File: config.mk
export PLATFORM = sky130hd
export DESIGN_NAME = ifu_prefetch
export DESIGN_NICKNAME = d
export VERILOG_FILES = /design/src/rtl/ifu_pkg.sv /design/src/rtl/ifu_fifo.sv /design/src/rtl/ifu_prefetch.sv
export SDC_FILE = /design/constraint.sdc
export NUM_CORES = 1
export LEC_CHECK = 0
export ABC_AREA = 1
export CAP_MARGIN = 40
export CORE_UTILIZATION = 40
export CTS_BUF_LIST = sky130_fd_sc_hd__clkbuf_4 sky130_fd_sc_hd__clkbuf_8
export DETAILED_ROUTE_END_ITERATION = 8
export PLACE_DENSITY = 0.62
export SLEW_MARGIN = 30
export SYNTH_ARGS = -nofsm -noshare
export SYNTH_HDL_FRONTEND = slang
export SYNTH_HIERARCHICAL = 1
export SYNTH_SLANG_ARGS = --single-unit
File: constraint.sdc
create_clock -name clk -period 7.5 [get_ports clk]
set_input_delay 1.875 -clock clk [delete_from_list [all_inputs] [get_ports clk]]
set_output_delay 1.875 -clock clk [all_outputs]
set_load 0.01 [all_outputs]
File: src/rtl/ifu_pkg.sv
// rtl/ifu_pkg.sv - shared AXI response codes and prefetch buffer entry layout
package ifu_pkg;

  localparam logic [1:0] RESP_OKAY   = 2'b00;
  localparam logic [1:0] RESP_SLVERR = 2'b10;
  localparam logic [1:0] RESP_DECERR = 2'b11;

  // Buffer entry for the default 32-bit address / 32-bit instruction configuration
  typedef struct packed {
    logic [31:0] pc;
    logic [31:0] ins;
    logic        err;
  } fetch_entry_t;

endpackage

File: src/rtl/ifu_fifo.sv
// rtl/ifu_fifo.sv - flushable synchronous FIFO holding fetched instruction entries
module ifu_fifo
  import ifu_pkg::*;
#(
  parameter int  DEPTH   = 4,
  parameter type entry_t = fetch_entry_t,
  localparam int CW      = $clog2(DEPTH + 1),
  localparam int PW      = $clog2(DEPTH)
) (
  input  logic          clk,
  input  logic          rst_n,
  input  logic          flush,
  input  logic          push,
  input  entry_t        push_data,
  input  logic          pop,
  output entry_t        pop_data,
  output logic [CW-1:0] count,
  output logic          full,
  output logic          empty
);

  entry_t        mem [DEPTH];
  logic [PW-1:0] wr_ptr;
  logic [PW-1:0] rd_ptr;
  logic          do_push;
  logic          do_pop;

  assign full     = (count == CW'(DEPTH));
  assign empty    = (count == '0);
  assign do_pop   = pop && !empty;
  // A pop in the same cycle frees the slot, so a full FIFO can still accept a push
  assign do_push  = push && (!full || do_pop);
  // Head is forced to zero when nothing is buffered so the outputs are quiet
  assign pop_data = empty ? '0 : mem[rd_ptr];

  // Pointer and occupancy update; flush discards everything, including a same-cycle push
  always_ff @(posedge clk or negedge rst_n) begin
    if (!rst_n) begin
      wr_ptr <= '0;
      rd_ptr <= '0;
      count  <= '0;
    end else if (flush) begin
      wr_ptr <= '0;
      rd_ptr <= '0;
      count  <= '0;
    end else begin
      if (do_push) wr_ptr <= wr_ptr + PW'(1);
      if (do_pop)  rd_ptr <= rd_ptr + PW'(1);
      count <= count + CW'(do_push) - CW'(do_pop);
    end
  end

  // Entry storage; no reset needed because the head is masked while empty
  always_ff @(posedge clk) begin
    if (do_push && !flush) mem[wr_ptr] <= push_data;
  end

endmodule

File: src/rtl/ifu_prefetch.sv
// rtl/ifu_prefetch.sv - sequential AXI4-Lite instruction prefetcher with redirect flush
module ifu_prefetch
  import ifu_pkg::*;
#(
  parameter int                    ADDR_WIDTH = 32,
  parameter int                    DATA_WIDTH = 32,
  parameter int                    FIFO_DEPTH = 4,
  parameter logic [ADDR_WIDTH-1:0] RESET_PC   = 'h8000_0000
) (
  input  logic                  clk,
  input  logic                  rst_n,
  input  logic                  redirect_valid,
  input  logic [ADDR_WIDTH-1:0] redirect_pc,
  output logic                  out_valid,
  input  logic                  out_ready,
  output logic [ADDR_WIDTH-1:0] out_pc,
  output logic [DATA_WIDTH-1:0] out_ins,
  output logic                  out_err,
  output logic [ADDR_WIDTH-1:0] araddr,
  output logic                  arvalid,
  input  logic                  arready,
  input  logic [DATA_WIDTH-1:0] rdata,
  input  logic [1:0]            rresp,
  input  logic                  rvalid,
  output logic                  rready
);

  localparam int                    CW     = $clog2(FIFO_DEPTH + 1);
  localparam logic [ADDR_WIDTH-1:0] STEP_A = ADDR_WIDTH'(DATA_WIDTH / 8);

  typedef struct packed {
    logic [ADDR_WIDTH-1:0] pc;
    logic [DATA_WIDTH-1:0] ins;
    logic                  err;
  } entry_t;

  logic                  run;         // first cycle after reset release onwards
  logic                  ar_pend;     // AR shown last cycle and not accepted
  logic                  ar_stale;    // held AR belongs to the pre-redirect stream
  logic [ADDR_WIDTH-1:0] stale_addr;  // address of that held stale AR
  logic [ADDR_WIDTH-1:0] fetch_pc;    // next address to request on the live stream
  logic [ADDR_WIDTH-1:0] resp_pc;     // PC of the next non-dropped response
  logic [CW-1:0]         inflight;
  logic [CW-1:0]         drop;
  logic [CW-1:0]         fifo_count;
  logic                  fifo_full;
  logic                  fifo_empty;
  logic                  credit_ok;
  logic                  ar_hs;
  logic                  ar_hold;
  logic                  r_hs;
  logic                  keep;
  logic                  pop;
  logic [ADDR_WIDTH-1:0] redirect_base;
  entry_t                push_entry;
  entry_t                head;

  // Buffered words plus outstanding reads never exceed the buffer, so every response has a slot
  assign credit_ok     = !fifo_full &&
                         (({1'b0, fifo_count} + {1'b0, inflight}) < (CW + 1)'(FIFO_DEPTH));
  assign arvalid       = run && (ar_pend || (credit_ok && !redirect_valid));
  assign araddr        = ar_stale ? stale_addr : fetch_pc;
  assign rready        = run;
  assign ar_hs         = arvalid && arready;
  assign ar_hold       = arvalid && !arready;
  assign r_hs          = rvalid && rready;
  assign keep          = r_hs && (drop == '0);
  assign pop           = out_valid && out_ready;
  assign redirect_base = redirect_pc & ~(STEP_A - ADDR_WIDTH'(1));
  assign push_entry    = '{pc: resp_pc, ins: rdata, err: (rresp != RESP_OKAY)};

  assign out_valid = !fifo_empty;
  assign out_pc    = head.pc;
  assign out_ins   = head.ins;
  assign out_err   = head.err;

  // Request address, outstanding/drop accounting and response PC tagging
  always_ff @(posedge clk or negedge rst_n) begin
    if (!rst_n) begin
      run        <= 1'b0;
      ar_pend    <= 1'b0;
      ar_stale   <= 1'b0;
      stale_addr <= RESET_PC;
      fetch_pc   <= RESET_PC;
      resp_pc    <= RESET_PC;
      inflight   <= '0;
      drop       <= '0;
    end else begin
      run      <= 1'b1;
      ar_pend  <= ar_hold;
      inflight <= inflight + CW'(ar_hs) - CW'(r_hs);
      if (redirect_valid) begin
        // Everything still owed by memory, plus a held AR, belongs to the old stream
        fetch_pc <= redirect_base;
        resp_pc  <= redirect_base;
        drop     <= inflight + CW'(ar_hs) - CW'(r_hs) + CW'(ar_hold);
        ar_stale <= ar_hold;
        if (ar_hold) stale_addr <= araddr;
      end else begin
        if (ar_hs && !ar_stale) fetch_pc <= fetch_pc + STEP_A;
        if (ar_hs)              ar_stale <= 1'b0;
        if (keep)               resp_pc  <= resp_pc + STEP_A;
        if (r_hs && drop != '0) drop     <= drop - CW'(1);
      end
    end
  end

  ifu_fifo #(
    .DEPTH   (FIFO_DEPTH),
    .entry_t (entry_t)
  ) u_fifo (
    .clk       (clk),
    .rst_n     (rst_n),
    .flush     (redirect_valid),
    .push      (keep),
    .push_data (push_entry),
    .pop       (pop),
    .pop_data  (head),
    .count     (fifo_count),
    .full      (fifo_full),
    .empty     (fifo_empty)
  );

endmodule

=== Word-level counts from Yosys, hierarchy flattened ===
Memory sizes are Yosys's and may differ from the RTL's.
Index checks and enable logic that the tools add are counted.

* Output and inout bits: 100
* Input port bits: 72
* RAM bits: 260
* Memories: 1
* Flip-flop bits (word level): 112

{| class="wikitable"
|+ Memories
! memory !! words !! width !! read ports !! clocked after memory_dff !! wr ports !! RTL line !! source
|-
| u_fifo.mem || 4 || 65 || 1 || 0 || 1 || ifu_fifo.sv:22 || <nowiki>entry_t mem [DEPTH];</nowiki>
|}

* Mux-type cells: 17
* $lt $le $gt $ge: 1
* Equality and inequality tests: 1
* Reduce and logical (&&, ||, !) cells: 31
* Add/sub/neg operators: 11

{| class="wikitable"
|+ Operators by type and width
! kind !! count
|-
| two-way mux 32 bit || 5
|-
| two-way mux 65 bit || 1
|-
| adder 32 x 3 -> 32 bit, second input constant || 2
|-
| nonzero test 2 bit || 7
|-
| logical AND 1 bit || 13
|-
| adder 3 x 1 -> 3 bit || 3
|-
| two-way mux 3 bit || 3
|-
| two-way mux 2 bit || 4
|-
| zero test 3 bit || 2
|-
| subtractor 3 x 1 -> 3 bit || 2
|-
| zero test 1 bit || 5
|-
| adder 2 x 1 -> 2 bit, second input constant || 2
|-
| adder 3 x 3 -> 4 bit || 1
|-
| < comparator 4 x 3 -> 1 bit, second input constant || 1
|-
| two-way mux 1 bit || 4
|-
| equality test 3 bit, second input constant || 1
|-
| nonzero test 3 bit || 1
|-
| subtractor 3 x 1 -> 3 bit, second input constant || 1
|-
| logical OR 1 bit || 2
|-
| AND reduction 2 bit || 1
|}

=== Logic depth before layout (Yosys ltp) ===
Gate-level depths: netlist of the first run.

* Word-level depth: 11
* Mapped depth: 16
* Mapped depth without buffers: 16

=== Cells and area by module ===
The synthesis of the first run kept the hierarchy.

{| class="wikitable"
|+ By module, submodules not included
! module !! cells an instance !! instances !! area an instance (µm²)
|-
| ifu_fifo || 891 || 1 || 10,796.6
|-
| ifu_prefetch || 975 || 1 || 6,571.3
|}

=== Worst setup path before layout of the first run ===
No wires, ideal clock.

* Path type: input to register
* Start: input port rvalid
* End: memory u_fifo/mem[0][0] in the netlist's numbering, enable pin
* Required time: 7.011 ns
* Cell stages on the path: 4
* Slack: 1.775 ns
* Library setup time: 0.489 ns
* Buffers on the path: 0
* Arrival time: 5.237 ns
* Cells stage by stage: nand2_1 -> nor3_4 -> nand3_1 -> nor2_1

* Cells in the longest elaborated chain, start to end: 6

{| class="wikitable"
|+ RTL lines
! what !! RTL line !! source
|-
| from (decl) || ifu_prefetch.sv:24 || <nowiki>input logic rvalid,</nowiki>
|-
| logical AND 1 bit || ifu_prefetch.sv:66 || <nowiki>assign r_hs = rvalid && rready;</nowiki>
|-
| logical AND 1 bit || ifu_prefetch.sv:67 || <nowiki>assign keep = r_hs && (drop == '0);</nowiki>
|-
| net keep || ifu_prefetch.sv:52 || <nowiki>logic keep;</nowiki>
|-
| logical AND 1 bit || ifu_fifo.sv:32 || <nowiki>assign do_push = push && (!full || do_pop);</nowiki>
|-
| logical AND 1 bit || ifu_fifo.sv:55 || <nowiki>if (do_push && !flush) mem[wr_ptr] <= push_data;</nowiki>
|-
| two-way mux 1 bit || ifu_fifo.sv:55 ||
|-
| two-way mux 1 bit (not written as such) || ifu_fifo.sv:55 ||
|-
| to (decl) || ifu_fifo.sv:22 ||
|}

The timed path passes the listed nets, and every way through them passes these cells.

=== Final worst setup path of the first run ===
* Start: register u_fifo.rd_ptr[0]
* End: output port out_pc[23]

* Cells in the longest elaborated chain, start to end: 2

{| class="wikitable"
|+ RTL lines
! what !! RTL line !! source
|-
| from (decl) || ifu_fifo.sv:24 || <nowiki>logic [PW-1:0] rd_ptr;</nowiki>
|-
| from (signal assigned) || ifu_fifo.sv:48 || <nowiki>if (do_pop) rd_ptr <= rd_ptr + PW'(1);</nowiki>
|-
| memory (4 x 65 bit) || n/a ||
|-
| two-way mux 65 bit || ifu_fifo.sv:34 || <nowiki>assign pop_data = empty ? '0 : mem[rd_ptr];</nowiki>
|-
| to (decl) || ifu_prefetch.sv:16 || <nowiki>output logic [ADDR_WIDTH-1:0] out_pc,</nowiki>
|}

Every way passes these cells.

==> results of run 1 <==
## flip-flops by register name, summed over array words and instances (netlist names)
name / cells
u_fifo/wr_ptr: 2
ar_pend: 1
u_fifo/mem: 260
rready: 1
stale_addr: 32
inflight: 3
fetch_pc: 30
ar_stale: 1
u_fifo/rd_ptr: 2
u_fifo/count: 3
drop: 3
resp_pc: 30
## cell usage after synthesis (all sizes together)
cell type	n	area share [%]
nand2	640	14
edfxtp	260	45
nor2	235	5.3
o21ai	161	4.6
inv	125	2.7
dfrtp	105	15
a21oi	79	2.5
buf	64	2.7
nand3	55	1.6
or2	32	1.2
clkbuf	17	0.37
ha	16	1.2
xor2	14	0.71
nand4	12	0.55
nor3	12	0.41
o21bai	5	0.22
o211ai	4	0.17
o221ai	4	0.20
a31oi	3	0.11
dfstp	3	0.45
nand3b	3	0.15
xnor2	3	0.15
a21boi	2	0.15
clkinv	2	0.050
conb	2	0.043
fa	2	0.23
o21a	2	0.086
o22ai	2	0.072
a211oi	1	0.043
o311ai	1	0.050
## metrics by stage
| stage | cells | setup WS, ns |
|---|---|---|
| 2_1_floorplan | 1873 | 1.77 |
| 3_3_place_gp | 2552 | 2.31 |
| 3_5_place_dp | 2556 | 2.29 |
| 4_1_cts | 2678 | 1.89 |
| 5_1_grt | 2680 | 1.82 |
| 6_report | 2680 | 2.06 |
## power breakdown
group / internal, mW / leakage (nW) / switching, mW / total (mW)
sequential: 2.36 / 3.69 / 0.160 / 2.52
combinational: 0.314 / 4.12 / 0.392 / 0.706
clock: 0.986 / 0.678 / 0.824 / 1.81
## worst min-delay path by stage
stage / slack, ns / startpoint / cells after the start / end
after floorplan: 0.45 / stale_addr[31]$_DFFE_PN1P_ / 2 / stale_addr[31]$_DFFE_PN1P_
after global placement: 0.46 / stale_addr[31]$_DFFE_PN1P_ / 2 / stale_addr[31]$_DFFE_PN1P_
after detailed placement: 0.46 / stale_addr[31]$_DFFE_PN1P_ / 2 / stale_addr[31]$_DFFE_PN1P_
after CTS: 0.47 / stale_addr[31]$_DFFE_PN1P_ / 2 / stale_addr[31]$_DFFE_PN1P_
after global routing: 0.51 / stale_addr[22]$_DFFE_PN0P_ / 2 / stale_addr[22]$_DFFE_PN0P_
final: 0.47 / stale_addr[31]$_DFFE_PN1P_ / 2 / stale_addr[31]$_DFFE_PN1P_
## cell usage in the layout (no fill, tap or decap), drive strengths merged, types with 14 or more instances in the layout
cell type / instances
clkinv: 27
clkdlybuf4s50: 167
ha: 16
nor2: 235
clkbuf: 92
xor2: 14
nand3: 55
a21oi: 79
edfxtp: 260
o21ai: 161
inv: 127
buf: 22
dfrtp: 105
nand2: 640
or2: 32
## cell type report
class	instances	area (µm²)
Clock buffer	92	1130
Clock inverter	30	149
Fill cell	3981	21600
Inverter	127	488
Multi-Input combinational cell	1297	5890
Sequential cell	368	10500
Tap cell	577	722
Timing Repair Buffer	189	1940
## critical path: stages (launching register included)
cell	delay (ns)
dfrtp_4	0.60
buf_16	0.24
inv_6	0.57
buf_4	0.45
nand2_1	0.10
nand2_1	0.08
nand2_1	0.05
a21oi_1	0.23
clkdlybuf4s50_1	0.59
## logic make-up (layout without fill, tap and decap cells)
family                     Yosys count  count (layout)  share of synthesized area (%)
AOI/OAI and AO/OA                  264             264                           8.23
xor gates and xnor gates            17              17                          0.857
adders and majority gates           18              18                           1.38
buffers and inverters              208             438                           5.88
DFF                                368             368                           60.5
other                                2               9                         0.0432
and+or+nand+nor                    989             989                           23.1
## metal layers
layer	track usage (%)	vias up	routed length, µm
met2	31.5	371	19900
met1	26.4	6179	19500
met5	0	-	0
met3	3.84	74	2340
met4	5.87	0	912
li1	-	6500	-
==> impl_metrics.toml, run 1 <==
[outcome]
status = "complete, no violations"

[cts]
numCtsBuffers = 67
cts.sinks = 368
clockRootBuffer = "clkbuf_8"
insertion_delay_ns = 0.61
cts_tree = "done"
post_cts_resized = 0
cts_buffer_depth = 3
clkTransAtPathRegs_ns = 0.06
postCtsSetupRepairBufs = 0
postCtsHoldBufs = 0
h-tree-depth = 3

[timing]
post-route-min-period_ns = 5.44
holdWs_ns = 0.470
hold_viol_final = 0
rsz0062_at_grt = "no"
fin_crit_sh_pct = 72.5
slew_viol_final = 0
setup_tns_ns = 0
fmax_ghz = 0.184
skew_ns = 0.0303
slew_headroom_pct = 47.5
worst_pin_slew_ns = 0.786
setup_viol = 0

[routing]
drt_iter0_markers = 852
wire_per_inst_um = 15.9
wl_um = 42700
via_per_inst = 4.90
route.antenna.remaining_nets = 0
via_count = 13100
drtPass1Iterations = 5
drc = 0

[global_route]
grt_pass1_wl_um = 67300
grt_pass1_vias = 12500
grt_use_total_pct = 19.4
grt_max_degree = 102
overflow = 0
grt_antenna_before_repair = 0

[worst_setup_path]
startpoint = "u_fifo/rd_ptr[0]$_DFFE_PN0P_"
cp-end-kind = "output port"
rrSetupSlack_ns = 4.10
critPathMaxFanout = 101
rr_startpoint = "u_fifo/count[1]$_DFF_PN0_"
rr_worst_depth = 9
rr_endpoint = "u_fifo/mem[0][10]$_DFFE_PP_"
cp-endpoint = "out_pc[23]"
critPathArrivalTime_ns = 3.57
cp.required_ns = 5.62
path_class = "flop to output port"
cp-start-kind = "flop"

[flow_run]
cap_violations = 0

[min_path]
hp-class = "flop to flop"

[synth]
yosys_warnings = 6
syn_area_um2 = 17400
synthCells = 1866
syn_area_per_cell_um2 = 9.31
ys_seq_area_share_pct = 60.5
ys_ff_latch = 368
ys_types = 47

[cells_and_area]
finish.net_count = 2140
post-route-util_pct = 49.1
area_delta_synth_final_pct = 20.0
n_antenna_cell = 0
post-route-cell-area_um2 = 20800
drive_gt1_share_pct = 9.61

[die]
fp.dieH_um = 210
start_util_pct = 40.9
rows = 75
ios = 172
die_w_um = 210
core_um2 = 42400
die-area_um2 = 44300

[pwr]
leakagePower_nw = 8.49
power.density_nw_per_um2 = 242
finalPower_mw = 5.04
irDropWorstVdd_v = 0.000133

[place]
gp_congestion = 0.877
port_buffers = 169
dpl.hpwl_um = 27100
dpl_cell_area_um2 = 19500
Power figures use the tool's default switching activity.
==> run 2, diff against run 1 <==
--- a/config.mk
+++ b/config.mk
@@ -10,7 +10,7 @@
 export CORE_UTILIZATION = 40
 export CTS_BUF_LIST = sky130_fd_sc_hd__clkbuf_4 sky130_fd_sc_hd__clkbuf_8
 export DETAILED_ROUTE_END_ITERATION = 8
-export PLACE_DENSITY = 0.62
+export PLACE_DENSITY = 0.65
 export SLEW_MARGIN = 30
 export SYNTH_ARGS = -nofsm -noshare
 export SYNTH_HDL_FRONTEND = slang
==> constraint.sdc (replaced) <==
create_clock -name clk -period 4.9 [get_ports clk]
set_input_delay 1.225 -clock clk [delete_from_list [all_inputs] [get_ports clk]]
set_output_delay 1.225 -clock clk [all_outputs]
set_load 0.01 [all_outputs]
==> impl_metrics.toml, run 2 (synthesized netlist as in run 1, its figures left out) <==
[outcome]
status = "complete, no violations"

[min_path]
whs_endpoint = "stale_addr[31]$_DFFE_PN1P_"
hold_depth = 2
holdCritStartpoint = "stale_addr[31]$_DFFE_PN1P_"
hp-class = "flop to flop"

[die]
fp.dieH_um = 210
ios = 172
rows = 75
core_um2 = 42400
start_util_pct = 40.9
die-area_um2 = 44300
die_w_um = 210

[flow_run]
cap_violations = 0

[timing]
skew_ns = 0.0266
slew_headroom_pct = 47.2
setup_viol = 0
fmax_ghz = 0.230
post-route-min-period_ns = 4.35
rsz0062_at_grt = "no"
setup_ws_ns = 0.549
worst_pin_slew_ns = 0.793
hold_viol_final = 0
fin_crit_sh_pct = 88.8
slew_viol_final = 0

[global_route]
overflow = 0
grt_pass1_vias = 12600
grt_use_total_pct = 19.4
grt_max_degree = 100
grt_antenna_before_repair = 0
grt_pass1_wl_um = 67600

[place]
dp_slack_ns = 1.10
gp_congestion = 0.920
dpl.hpwl_um = 26600
dpl_cell_area_um2 = 19500
port_buffers = 169

[pwr]
irDropWorstVdd_v = 0.000220
power.density_nw_per_um2 = 367
leakagePower_nw = 8.46

[worst_setup_path]
cp-start-kind = "flop"
critPathArrivalTime_ns = 3.13
cp-end-kind = "output port"
rr_endpoint = "u_fifo/mem[3][4]$_DFFE_PP_"
path_class = "flop to output port"
rr_worst_depth = 10
critPathMaxFanout = 46
rr_startpoint = "u_fifo/count[1]$_DFF_PN0_"
cp.required_ns = 3.67
rrSetupSlack_ns = 1.51

[cells_and_area]
largest_reg_flops = 260
reg_top3 = "u_fifo/mem x260, stale_addr x32"
multi_input_area_um2 = 5890
mostFrequentLayoutCells = "636 x nand2_1, 260 x edfxtp_1, 222 x nor2_1"
finish.net_count = 2130
post-route-cell-area_um2 = 20800
ff_latch_area_um2 = 10500
area_delta_synth_final_pct = 19.6
final_common_cell = "nand2_1"
drive_gt1_share_pct = 9.62
fill_cells = 3969
n_antenna_cell = 0
top_register = "u_fifo/mem"
post-route-util_pct = 49.0

[cts]
insertion_delay_ns = 0.64
numCtsBuffers = 59
postCtsSetupRepairBufs = 0
clkTransAtPathRegs_ns = 0.06
h-tree-depth = 2
clockRootBuffer = "clkbuf_8"
cts_tree = "done"
cts.sinks = 368
post_cts_resized = 0
postCtsHoldBufs = 0
cts_buffer_depth = 3

[routing]
wire_per_inst_um = 15.9
route.antenna.remaining_nets = 0
drtPass1Iterations = 6
via_per_inst = 4.89
wl_um = 42300
drc = 0
via_count = 13000
drt_iter0_markers = 934
run 2: changes by cell type in the layout (fill, tap and decap cells not counted):
cell / before / now
buf_12: 1 / 7
clkinv_1: 18 / 6
inv_6: 1 / 2
inv_8: 2 / 0
buf_16: 4 / 1
inv_4: 2 / 1
inv_2: 3 / 4
buf_6: 1 / 0
clkbuf_4: 21 / 27
buf_4: 14 / 10
clkinv_2: 9 / 14
clkbuf_8: 71 / 62
clkinvlp_4: 3 / 1
bufinv_16: 0 / 2
run 2: cell type report:
type | count | area share [%]
Clock buffer | 89 | 5.09
Clock inverter | 22 | 0.771
Inverter | 127 | 2.34
Multi-Input combinational cell | 1297 | 28.4
Sequential cell | 368 | 50.7
Tap cell | 577 | 3.48
Timing Repair Buffer | 187 | 9.32
run 2: stage by stage:
stage               power (mW)  instances  TNS, ns  hold WS, ns
CTS                       7.72       2666        0        0.456
finish                    7.63       2667        0        0.473
global route              8.02       2667        0        0.488
detailed placement        5.00       2555        0        0.467
floorplan                 4.49       1873   -45.62        0.451
global placement          4.96       2554        0        0.459
run 2: report_power, final:
group / switching [mW] / internal [mW] / total, mW
clock: 1.21 / 1.49 / 2.69
sequential: 0.242 / 3.61 / 3.85
combinational: 0.600 / 0.485 / 1.09
total: 2.05 / 5.58 / 7.63
run 2: worst max-delay path by stage:
stage                                       startpoint                    endpoint  slack [ns]
after detailed placement                     out_ready  u_fifo/mem[3][8]$_DFFE_PP_        1.10
after floorplan                                 rvalid  u_fifo/mem[0][0]$_DFFE_PP_       -0.18
after global placement                       out_ready  u_fifo/mem[3][2]$_DFFE_PP_        1.12
after CTS                 u_fifo/rd_ptr[0]$_DFFE_PN0P_                 out_ins[28]        0.47
after global routing      u_fifo/rd_ptr[0]$_DFFE_PN0P_                   out_pc[1]        0.38
final                     u_fifo/rd_ptr[0]$_DFFE_PN0P_                 out_ins[28]        0.55
run 2: worst max-delay path: stages, from the launching register on:
cell,delay (ns)
dfrtp_4,0.56
inv_4,0.39
buf_4,0.48
nand2_1,0.09
nand2_1,0.07
nand2_1,0.05
a21oi_1,0.26
clkdlybuf4s50_1,0.58
run 2: metal layers:
metal	global-route usage [%]	wire length [µm]	up-vias
met5	0	0	-
met4	7.00	1130	0
met3	3.29	2350	78
met2	32.0	20000	352
met1	25.7	18800	6133
li1	-	-	6481
